**config.mk**
```make
export PLATFORM = sky130hd
export DESIGN_NAME = chiplib_pri_queue_push_arb
export DESIGN_NICKNAME = d
export VERILOG_FILES = /design/src/rtl/chiplib_pri_queue_pkg.sv /design/src/rtl/chiplib_rr_pick.sv /design/src/rtl/chiplib_pri_queue_push_arb.sv
export SDC_FILE = /design/constraint.sdc
export NUM_CORES = 1
export LEC_CHECK = 0
export CORE_ASPECT_RATIO = 0.75
export CORE_MARGIN = 4
export CORE_UTILIZATION = 43
export DETAILED_ROUTE_END_ITERATION = 6
export PLACE_DENSITY = 0.83
export SYNTH_ARGS = -nofsm -noshare
export SYNTH_HDL_FRONTEND = slang
export SYNTH_HIERARCHICAL = 1
export SYNTH_SLANG_ARGS = --single-unit
```
**constraint.sdc**
```tcl
create_clock -name clk -period 12.9 [get_ports clk]
set_input_delay 1.29 -clock clk [delete_from_list [all_inputs] [get_ports clk]]
set_output_delay 1.29 -clock clk [all_outputs]
set_load 0.02 [all_outputs]
```
**src/rtl/chiplib_pri_queue_pkg.sv**
```systemverilog
// Shared definitions for the priority-queue push arbiter and its helpers.
package chiplib_pri_queue_pkg;

  localparam int unsigned StarveCntWidth = 8;

  // Requester index width, never narrower than one bit.
  function automatic int unsigned id_width(input int unsigned n);
    return (n < 3) ? 32'd1 : 32'($clog2(n));
  endfunction

endpackage

```
**src/rtl/chiplib_rr_pick.sv**
```systemverilog
// Round-robin first-one search over a candidate mask, starting at i_ptr with wrap.
module chiplib_rr_pick #(
  parameter int unsigned NumReq  = 4,
  parameter int unsigned IdWidth = 2
) (
  input  logic [NumReq-1:0]  i_cand,
  input  logic [IdWidth-1:0] i_ptr,
  output logic [NumReq-1:0]  o_grant_c
);

  logic w_found;

  // First pass covers ptr..NumReq-1, second pass wraps to 0..ptr-1.
  always_comb begin
    o_grant_c = '0;
    w_found   = 1'b0;
    for (int i = 0; i < NumReq; i++) begin
      if (!w_found && i_cand[i] && (IdWidth'(i) >= i_ptr)) begin
        o_grant_c[i] = 1'b1;
        w_found      = 1'b1;
      end
    end
    for (int i = 0; i < NumReq; i++) begin
      if (!w_found && i_cand[i]) begin
        o_grant_c[i] = 1'b1;
        w_found      = 1'b1;
      end
    end
  end

endmodule

```
**src/rtl/chiplib_pri_queue_push_arb.sv**
```systemverilog
// Priority arbiter with round-robin tie-break and starvation override feeding a
// single registered push stage of a priority queue.
module chiplib_pri_queue_push_arb
  import chiplib_pri_queue_pkg::*;
#(
  parameter  int unsigned NumReq        = 4,
  parameter  int unsigned DataWidth     = 64,
  parameter  int unsigned PriorityWidth = 16,
  parameter  int unsigned StarveLimit   = 15,
  localparam int unsigned IdWidth       = id_width(NumReq)
) (
  input  logic                              clk,
  input  logic                              rst,
  input  logic [NumReq*DataWidth-1:0]       req_data,
  input  logic [NumReq*PriorityWidth-1:0]   req_pri,
  input  logic [NumReq-1:0]                 req_valid,
  output logic [NumReq-1:0]                 req_ready,
  output logic [DataWidth-1:0]              out_data,
  output logic [PriorityWidth-1:0]          out_pri,
  output logic [IdWidth-1:0]                out_id,
  output logic                              out_valid,
  input  logic                              out_ready
);

  localparam int unsigned CntWidth = StarveCntWidth;
  localparam logic [CntWidth-1:0] StarveMax = CntWidth'(StarveLimit);

  logic [DataWidth-1:0]                r_out_data;
  logic [PriorityWidth-1:0]            r_out_pri;
  logic [IdWidth-1:0]                  r_out_id;
  logic                                r_out_valid;
  logic [IdWidth-1:0]                  r_rr_ptr;
  logic [NumReq-1:0][CntWidth-1:0]     r_starve_cnt;

  logic                                w_accept;
  logic [PriorityWidth-1:0]            w_max_pri;
  logic [NumReq-1:0]                   w_starving;
  logic [NumReq-1:0]                   w_top_pri;
  logic [NumReq-1:0]                   w_cand;
  logic [NumReq-1:0]                   w_grant;
  logic                                w_any_grant;
  logic [IdWidth-1:0]                  w_grant_id;
  logic [IdWidth-1:0]                  w_next_ptr;
  logic [DataWidth-1:0]                w_sel_data;
  logic [PriorityWidth-1:0]            w_sel_pri;

  assign w_accept = (!r_out_valid || out_ready) && !rst;

  // Candidate set: starving requesters override, else the highest-priority valid ones.
  always_comb begin
    w_max_pri  = '0;
    w_starving = '0;
    w_top_pri  = '0;
    for (int i = 0; i < NumReq; i++) begin
      if (req_valid[i] && (req_pri[i*PriorityWidth +: PriorityWidth] > w_max_pri)) begin
        w_max_pri = req_pri[i*PriorityWidth +: PriorityWidth];
      end
    end
    for (int i = 0; i < NumReq; i++) begin
      w_starving[i] = req_valid[i] && (r_starve_cnt[i] == StarveMax);
      w_top_pri[i]  = req_valid[i] && (req_pri[i*PriorityWidth +: PriorityWidth] == w_max_pri);
    end
  end

  assign w_cand = !w_accept ? '0 : ((|w_starving) ? w_starving : w_top_pri);

  chiplib_rr_pick #(
    .NumReq  (NumReq),
    .IdWidth (IdWidth)
  ) u_rr_pick (
    .i_cand    (w_cand),
    .i_ptr     (r_rr_ptr),
    .o_grant_c (w_grant)
  );

  assign req_ready   = w_grant;
  assign w_any_grant = |w_grant;

  // One-hot grant to index plus payload mux; data never feeds back into req_ready.
  always_comb begin
    w_grant_id = '0;
    w_sel_data = '0;
    w_sel_pri  = '0;
    for (int i = 0; i < NumReq; i++) begin
      if (w_grant[i]) begin
        w_grant_id = IdWidth'(i);
        w_sel_data = req_data[i*DataWidth +: DataWidth];
        w_sel_pri  = req_pri[i*PriorityWidth +: PriorityWidth];
      end
    end
  end

  assign w_next_ptr = (w_grant_id == IdWidth'(NumReq - 1)) ? '0 : (w_grant_id + IdWidth'(1));

  always_ff @(posedge clk) begin
    if (rst) begin
      r_out_data  <= '0;
      r_out_pri   <= '0;
      r_out_id    <= '0;
      r_out_valid <= 1'b0;
      r_rr_ptr    <= '0;
    end else if (w_any_grant) begin
      r_out_data  <= w_sel_data;
      r_out_pri   <= w_sel_pri;
      r_out_id    <= w_grant_id;
      r_out_valid <= 1'b1;
      r_rr_ptr    <= w_next_ptr;
    end else if (out_ready) begin
      r_out_valid <= 1'b0;
    end
  end

  // Waiting time per requester; a stalled output stage still counts as waiting.
  always_ff @(posedge clk) begin
    for (int i = 0; i < NumReq; i++) begin
      if (rst || !req_valid[i] || w_grant[i]) begin
        r_starve_cnt[i] <= '0;
      end else if (r_starve_cnt[i] != StarveMax) begin
        r_starve_cnt[i] <= r_starve_cnt[i] + CntWidth'(1);
      end
    end
  end

  assign out_data  = r_out_data;
  assign out_pri   = r_out_pri;
  assign out_id    = r_out_id;
  assign out_valid = r_out_valid;

endmodule
```
# [After elaboration in Yosys (flattened, before gate mapping)]
# Cells that the tools add are included.
[totals] regBits=117 inputBits=327 output_inout_bits=87 wordCells=118
[op_classes] addsub=5 n_lt_le_gt_ge=8 eq_ne=13 muxes=34 reduce_logical=49
[op_table] op="$mux 64" count=4
[op_table] op="$mux 16" count=8
[op_table] op="$eq 16x16->1" count=4
[op_table] op="$gt 16x16->1" count=3
[op_table] op="$add 8x1->8 const B" count=4
[op_table] op="$eq 8x4->1 const B" count=4
[op_table] op="$ne 8x4->1 const B" count=4
[op_table] op="$logic_and 1x1->1" count=24
[op_table] op="$mux 1" count=17
[op_table] op="$gt 16x1->1 const B" count=1
[op_table] op="$logic_not 1->1" count=13
[op_table] op="$logic_or 1x1->1" count=9
[op_table] op="$mux 4" count=2
[op_table] op="$reduce_or 4->1" count=2
[op_table] op="$mux 2" count=3
[op_table] op="$ge 1x2->1 const A" count=2
[op_table] op="$ge 2x2->1 const A" count=2
[op_table] op="$add 2x1->2 const B" count=1
[op_table] op="$eq 2x2->1 const B" count=1
[op_table] op="$reduce_bool 2->1" count=1

# [Longest topological paths before layout]
[depth] depth_word=45 depth_mapped=47 depth_no_buf=40

# [By module]
# The synthesis kept the hierarchy.
[modules_own_cells] module="chiplib_pri_queue_push_arb" n_inst=1 cells_per_inst=1191 area_per_inst_um2=9002.4 seq_area_each_um2=2342.2
[modules_own_cells] module="chiplib_rr_pick" n_inst=1 cells_per_inst=16 area_per_inst_um2=107.6 seq_area_each_um2=0.0

# [Least setup slack after synthesis]
# OpenSTA, ideal clock, no wires.
[synth_timing] kind="input to register" start="in req_pri[3]" end="reg r_out_data[53] (netlist: out_data[53])" setup_time_ps=65 t_arrival_ps=10756 required_time_ps=12835 setup_slack_ps=2079 path_stages=41 n_path_buf=11 path_cell_list="nor4_1 -> a41oi_1 -> nand2_1 -> ha_1 -> a21oi_1 -> nor3_1 -> or4_4 -> buf_6 -> o31ai_4 -> buf_4 -> mux2_2 -> ha_1 -> nor2b_1 -> o211ai_1 -> a21boi_0 -> o31ai_1 -> buf_2 -> clkbuf_1 -> [... 5 more ...] -> a21o_1 -> a31oi_2 -> buf_2 -> buf_2 -> buf_2 -> nand2_1 -> a31oi_1 -> o21ai_0 -> a211o_1 -> o21ai_1 -> a21oi_1 -> o211a_1 -> clkbuf_1 -> nor4_1 -> clkbuf_1 -> clkbuf_1 -> a221oi_1 -> nor2_1"
[synth_via] word_cells_on_any_way=59 cone_classes="order compare: 4; eq/ne: 4; mux: 24; reduce/logical: 27"
[synth_lines] element="from (decl)" line="chiplib_pri_queue_push_arb.sv:15" text="input logic [NumReq*PriorityWidth-1:0] req_pri,"
[synth_lines] element="$gt 16x1->1" line="chiplib_pri_queue_push_arb.sv:55" text="if (req_valid[i] && (req_pri[i*PriorityWidth +: PriorityWidth] > w_max_pri)) begin"
[synth_lines] element="$logic_and 1x1->1" line="chiplib_pri_queue_push_arb.sv:55"
[synth_lines] element="$mux 16 *" line="chiplib_pri_queue_push_arb.sv:55"
[synth_lines] element="$gt 16x16->1" line="chiplib_pri_queue_push_arb.sv:55"
[synth_lines] element="$logic_and 1x1->1" line="chiplib_pri_queue_push_arb.sv:55"
[synth_lines] element="$mux 16 *" line="chiplib_pri_queue_push_arb.sv:55"
[synth_lines] element="$gt 16x16->1" line="chiplib_pri_queue_push_arb.sv:55"
[synth_lines] element="$logic_and 1x1->1" line="chiplib_pri_queue_push_arb.sv:55"
[synth_lines] element="[... 8 more ...]"
[synth_lines] element="via w_cand[2]" line="chiplib_pri_queue_push_arb.sv:39" text="logic [NumReq-1:0] w_cand;"
[synth_lines] element="[... 7 more ...]"
[synth_lines] element="$logic_not 1->1" line="chiplib_rr_pick.sv:24" text="if (!w_found && i_cand[i]) begin"
[synth_lines] element="$logic_and 1x1->1" line="chiplib_rr_pick.sv:24"
[synth_lines] element="$mux 1 *" line="chiplib_rr_pick.sv:24"
[synth_lines] element="$logic_not 1->1 *" line="chiplib_rr_pick.sv:24"
[synth_lines] element="$logic_and 1x1->1 *" line="chiplib_rr_pick.sv:24"
[synth_lines] element="$mux 1 *" line="chiplib_rr_pick.sv:24"
[synth_lines] element="via req_ready[1]" line="chiplib_pri_queue_push_arb.sv:17" text="output logic [NumReq-1:0] req_ready,"
[synth_lines] element="$mux 64 (3 in a row)" line="chiplib_pri_queue_push_arb.sv:85" text="if (w_grant[i]) begin"
[synth_lines] element="to (signal assigned)" line="chiplib_pri_queue_push_arb.sv:103" text="r_out_data <= w_sel_data;"
[synth_lines] element="to (decl)" line="chiplib_pri_queue_push_arb.sv:28" text="logic [DataWidth-1:0] r_out_data;"
# The timed path passes the listed nets; every way through them passes the cells marked *.
# A chain may end at the register's enable or synchronous reset.

# [Final worst setup path]
[layout_timing] start="in req_pri[2]" end="out req_ready[2]"
[layout_via] elab_chain_cells=39 word_cells_on_any_way=46 cone_classes="order compare: 4; eq/ne: 4; mux: 14; reduce/logical: 24"
[layout_lines] element="$gt 16x1->1" line="chiplib_pri_queue_push_arb.sv:55"
[layout_lines] element="$logic_and 1x1->1" line="chiplib_pri_queue_push_arb.sv:55"
[layout_lines] element="$mux 16" line="chiplib_pri_queue_push_arb.sv:55"
[layout_lines] element="$gt 16x16->1" line="chiplib_pri_queue_push_arb.sv:55"
[layout_lines] element="$logic_and 1x1->1" line="chiplib_pri_queue_push_arb.sv:55"
[layout_lines] element="$mux 16" line="chiplib_pri_queue_push_arb.sv:55"
[layout_lines] element="$gt 16x16->1" line="chiplib_pri_queue_push_arb.sv:55"
[layout_lines] element="$logic_and 1x1->1" line="chiplib_pri_queue_push_arb.sv:55"
[layout_lines] element="[... 8 more ...]"
[layout_lines] element="via w_cand[0]" line="chiplib_pri_queue_push_arb.sv:39"
[layout_lines] element="[... 15 more ...]"
[layout_lines] element="$logic_and 1x1->1" line="chiplib_rr_pick.sv:24"
[layout_lines] element="$mux 1" line="chiplib_rr_pick.sv:24"
[layout_lines] element="$logic_not 1->1" line="chiplib_rr_pick.sv:24"
[layout_lines] element="$logic_and 1x1->1" line="chiplib_rr_pick.sv:24"
[layout_lines] element="$mux 1" line="chiplib_rr_pick.sv:24"
[layout_lines] element="$logic_not 1->1" line="chiplib_rr_pick.sv:24"
[layout_lines] element="$logic_and 1x1->1" line="chiplib_rr_pick.sv:24"
[layout_lines] element="$mux 1 *" line="chiplib_rr_pick.sv:24"
[layout_lines] element="to (decl)" line="chiplib_pri_queue_push_arb.sv:17"
# Marks and branches as above.

==> results <==
- The flow ran to the end, and the final reports show no timing, DRC or antenna violations.
- The analysis attributes to cell leakage a power of 5.39 nW.
- After the last flow step, the layout net total stands at 2005.
- The DRC violations left is 0.
- The maximum achievable frequency is 79.8 MHz.
- The detailed router finished its first iteration with 1555 violations.
- The endpoint identified for the worst register-to-register timing path is out_data[42].
- The detailed-route vias per instance is 6.30.
- For the final database, setup skew stands at 0.0122 ns.
- In the post-synthesis netlist, the biggest area contributors are sky130_fd_sc_hd__dfxtp_1, sky130_fd_sc_hd__a221oi_1, sky130_fd_sc_hd__ha_1.
- The path category of the worst min-delay check is register to register.
- Clock tree synthesis inserted a total of 17 buffers.
- The combined global-route utilization of all metal layers is 38.2%.
- The transition time at the pin with the least slew margin is 1.10 ns.
- The count of pins over their slew limit was 0.
- The count of buffers added on input and output ports is 413.
- The final clock period utilization by the worst path is 97.1%.
- The remaining antenna violation count after routing is 0.
- The most numerous cell type found on the critical path is sky130_fd_sc_hd__buf_4.
- The analysis attributes to net switching a power of 0.451 mW.
- Setup repair after global routing left no endpoint under its margin.
- Data on the critical path is required at its endpoint by 11.61 ns.
- The tree is rooted in a sky130_fd_sc_hd__clkbuf_16.
- The area enclosed by the die boundary is 0.0236 mm2.
- The total power is 1.35 mW.
- Max-cap violations in this run came to 0.
- The post-synthesis instance area is 0.00911 mm2.
- The net count after synthesis is 1586.
- The synthesized design spends more area on one cell type than any other, namely sky130_fd_sc_hd__dfxtp_1.
- The number of synthesis warnings is 6.
- The final-report setup violation count is 0.
- The internal power consumption is 0.897 mW.
- The insertion delay to the later sink of the worst-skew pair is 0.43 ns.
- The critical path starts at req_pri[2].
- The top-area cell type share of the netlist area is 25.7%.
- The layout overhead on the synthesized area is 60.7%.
- Of all nets on the critical path, the largest fanout is 19.
- In this run the vertical extent of the chip is 134 um.
- The number of failing hold endpoints at the final stage was 0.
- The proportion of power drawn by combinational gates is 35.8%.
- The overall via count from detail_route is 12.1k.
- After synthesis the netlist holds a flip-flop and latch count of 117.
- The post-placement setup slack is 0.257 ns.
- The total congestion overflow after global routing is 0.
- The number of hold buffers added after CTS was 0.
- Each instance of the synthesized netlist takes up on average 7.55 um2.
- After layout, the minimum clock period comes to 12.53 ns.
- The library cells used most frequently in the layout, excluding fill and tap cells, are sky130_fd_sc_hd__clkdlybuf4s50_1, sky130_fd_sc_hd__nor2_1, sky130_fd_sc_hd__nand2_1, sky130_fd_sc_hd__dfxtp_1, sky130_fd_sc_hd__o21ai_0.
- In the final routed layout, each cell accounts on average for 25.0 um.
- Of the total power, the clock network draws 36.0%.
- The first global-routing pass estimated 69700 um of wire.
- The source of the worst register-to-register timing path is r_starve_cnt[0].
- STA puts the critical path data arrival time at 11.24 ns.
- The initial antenna violation count is 8.
- The pre-antenna-repair detailed-routing pass consisted of 6 iterations.
- The clock tree buffer depth is 2.
- After floorplanning, the core was sized to cover 0.0206 mm2.
- The classification of the worst setup path is primary input to output pin.
- In this run, synthesis inferred 0 flip-flops with an integrated enable.
- On the final layout, the worst hold slack is 0.487 ns.
- In this run the most critical hold path is launched from r_starve_cnt[18].
- Leaving out fill and tap cells, the most frequent cell in the layout is sky130_fd_sc_hd__clkdlybuf4s50_1.
- The slowest stage cell on the critical path is sky130_fd_sc_hd__o31ai_4.
- Of the cells placed in the final design, the portion with a size suffix greater than 1 is 9.16%.
- After synthesis, the netlist uses 77 different library cells.
- The largest single stage delay on the critical path is 0.76 ns.
- The clock net in this run drives a total of 117 sinks.
- The reg-to-reg setup timing slack is 7.41 ns.
- The type of element capturing the critical path is an output pin.
- Once the floorplan was initialized, standard cells occupied 44.3% of the core.
- During I/O placement, the number of pins put on the boundary was 414.
- Routability-driven placement finished with a final weighted congestion of 1.14.
- Summed over all layers, the routed wires come to 48200 um.
- For the worst flop-to-flop path, the logic depth is 20.
- Measured against its own limit, the worst slew margin works out to 25.7%.
- The switching share of power is 33.5%.
- TritonCTS built the clock tree.
- The most critical setup path has its endpoint at req_ready[2].
- Once routing completed, OpenROAD measured the worst setup slack at 0.372 ns.
- Counting flops with an async set or reset pin after synthesis yields a share of 0%.
- The horizontal die dimension is 176 um.
- The maximum VDD drop is 0.0000848 V.
- Once detailed placement completed, the half-perimeter wirelength came to 37500 um.
- In the synthesized netlist the dominant register cell turns out to be sky130_fd_sc_hd__dfxtp_1.
- The share of total power dissipated in sequential elements is 28.2%.
- Synthesis handed over a netlist of 1207 instances.
- The total power density per cell area is 92.1 mW/mm2.
- In the final timing run, aggregate negative setup slack is 0 ns.
- The floorplan has 45 rows.
- The number of global-route vias before repair is 11.4k.
- The pin count of the biggest net entering global routing is 121.
- The H-tree generated during clock tree synthesis spans 4 levels.
- Sequential cells were found to cover 25.7% of the synthesized design area.
- After clock tree synthesis, the clock-pin slew on the worst setup and hold paths is 0.06 ns.
- The type of origin of the critical path is a primary input.
routing by layer:
metal	track usage (%)	vias up	routed length [um]
met5	0	-	28
met4	13.6	4	1990
met3	14.6	151	6110
met2	58.8	882	21100
met1	49.0	5706	18900
li1	-	5397	-
critical path: cells and delay by family:
family                     cells  cell delay, ns
and+or+nand+nor               10            2.61
buffers and inverters          7            2.30
adders and majority gates      3            0.94
AOI/OAI and AO/OA             13            3.93
xor gates and xnor gates       1            0.12
sequential cells by signal, summed over array words and instances (netlist names):
name,flops
out_data,64
out_id,2
r_rr_ptr,2
out_valid,1
r_starve_cnt,32
out_pri,16
per-stage QoR:
stage | util, % | instance area (um2) | cells
2_1_floorplan | - | 9110 | 1207
3_3_place_gp | 67.9 | 14000 | 1883
3_5_place_dp | 67.9 | 14000 | 1883
4_1_cts | 70.8 | 14500 | 1914
5_1_grt | 71.2 | 14600 | 1926
6_report | 71.2 | 14600 | 1928
cell families after synthesis:
kind of cell | share of synthesized area [%]
compound gates | 33.4
fa+ha+maj | 7.14
flops | 25.7
mux | 2.10
simple gates | 19.7
xor+xnor | 6.44
buf+inv | 5.56
power by group through the flow:
stage	logic (mW)	registers (mW)	clock network, mW
5_1_grt	0.508	0.381	0.502
2_1_floorplan	0.200	0.398	0
3_3_place_gp	0.456	0.387	0
3_5_place_dp	0.457	0.387	0
4_1_cts	0.461	0.380	0.486
6_report	0.483	0.380	0.485
cell type report:
cell class	count	area (um2)
clock inverters	13	149
inverters	39	146
multi-input cells	960	6340
fillers	1679	5910
repair buffers	491	4840
flip-flops and latches	117	2340
clock buffers	18	439
well taps	282	353
diodes	8	20.0
repair_timing:
item,4_1_cts,5_1_grt
gates resized for setup,0,7
setup endpoints to repair,0,33
buffers inserted,0,6
hold endpoints to repair,0,0
cells in the mapped netlist (3+ instances only):
cell                         n
sky130_fd_sc_hd__a22oi_1    83
sky130_fd_sc_hd__clkbuf_1   76
sky130_fd_sc_hd__nor3_1     21
sky130_fd_sc_hd__xor2_1     32
sky130_fd_sc_hd__nor4_1     12
sky130_fd_sc_hd__dfxtp_1   117
sky130_fd_sc_hd__o311ai_0    3
sky130_fd_sc_hd__nand3_1    25
sky130_fd_sc_hd__a211o_1     3
sky130_fd_sc_hd__o211ai_1   12
sky130_fd_sc_hd__nor2b_1     5
sky130_fd_sc_hd__o22ai_1    10
sky130_fd_sc_hd__nand2_1   136
sky130_fd_sc_hd__buf_1       7
sky130_fd_sc_hd__ha_1       52
sky130_fd_sc_hd__nand4_1    13
sky130_fd_sc_hd__o21ai_0    98
sky130_fd_sc_hd__a221oi_1   89
sky130_fd_sc_hd__xnor2_1    35
sky130_fd_sc_hd__buf_2       6
sky130_fd_sc_hd__a211oi_1    8
sky130_fd_sc_hd__a21oi_1    45
sky130_fd_sc_hd__or4_1       5
sky130_fd_sc_hd__or2_2       6
sky130_fd_sc_hd__inv_1      38
sky130_fd_sc_hd__a22o_1      3
sky130_fd_sc_hd__mux2_2      4
sky130_fd_sc_hd__a222oi_1    5
sky130_fd_sc_hd__a21o_1      4
sky130_fd_sc_hd__and3_1      6
sky130_fd_sc_hd__o21ai_1     4
sky130_fd_sc_hd__or3_1       7
sky130_fd_sc_hd__and2_1      3
sky130_fd_sc_hd__o21a_1     10
sky130_fd_sc_hd__nand2b_1    7
sky130_fd_sc_hd__a31oi_1     6
sky130_fd_sc_hd__o221ai_1    6
sky130_fd_sc_hd__o31ai_1     3
sky130_fd_sc_hd__a21boi_0    4
sky130_fd_sc_hd__nor2_1    143
sky130_fd_sc_hd__mux2i_1     8
worst min-delay path by stage:
stage | slack [ns] | to | cells after the start
after floorplan | 0.45 | r_starve_cnt[10] | 1
after global placement | 0.46 | r_starve_cnt[10] | 1
after detailed placement | 0.47 | r_starve_cnt[18] | 1
after CTS | 0.48 | r_starve_cnt[18] | 1
after global routing | 0.50 | r_starve_cnt[18] | 1
final | 0.49 | r_starve_cnt[18] | 1
Note: power is estimated with default switching activity, not from simulation.
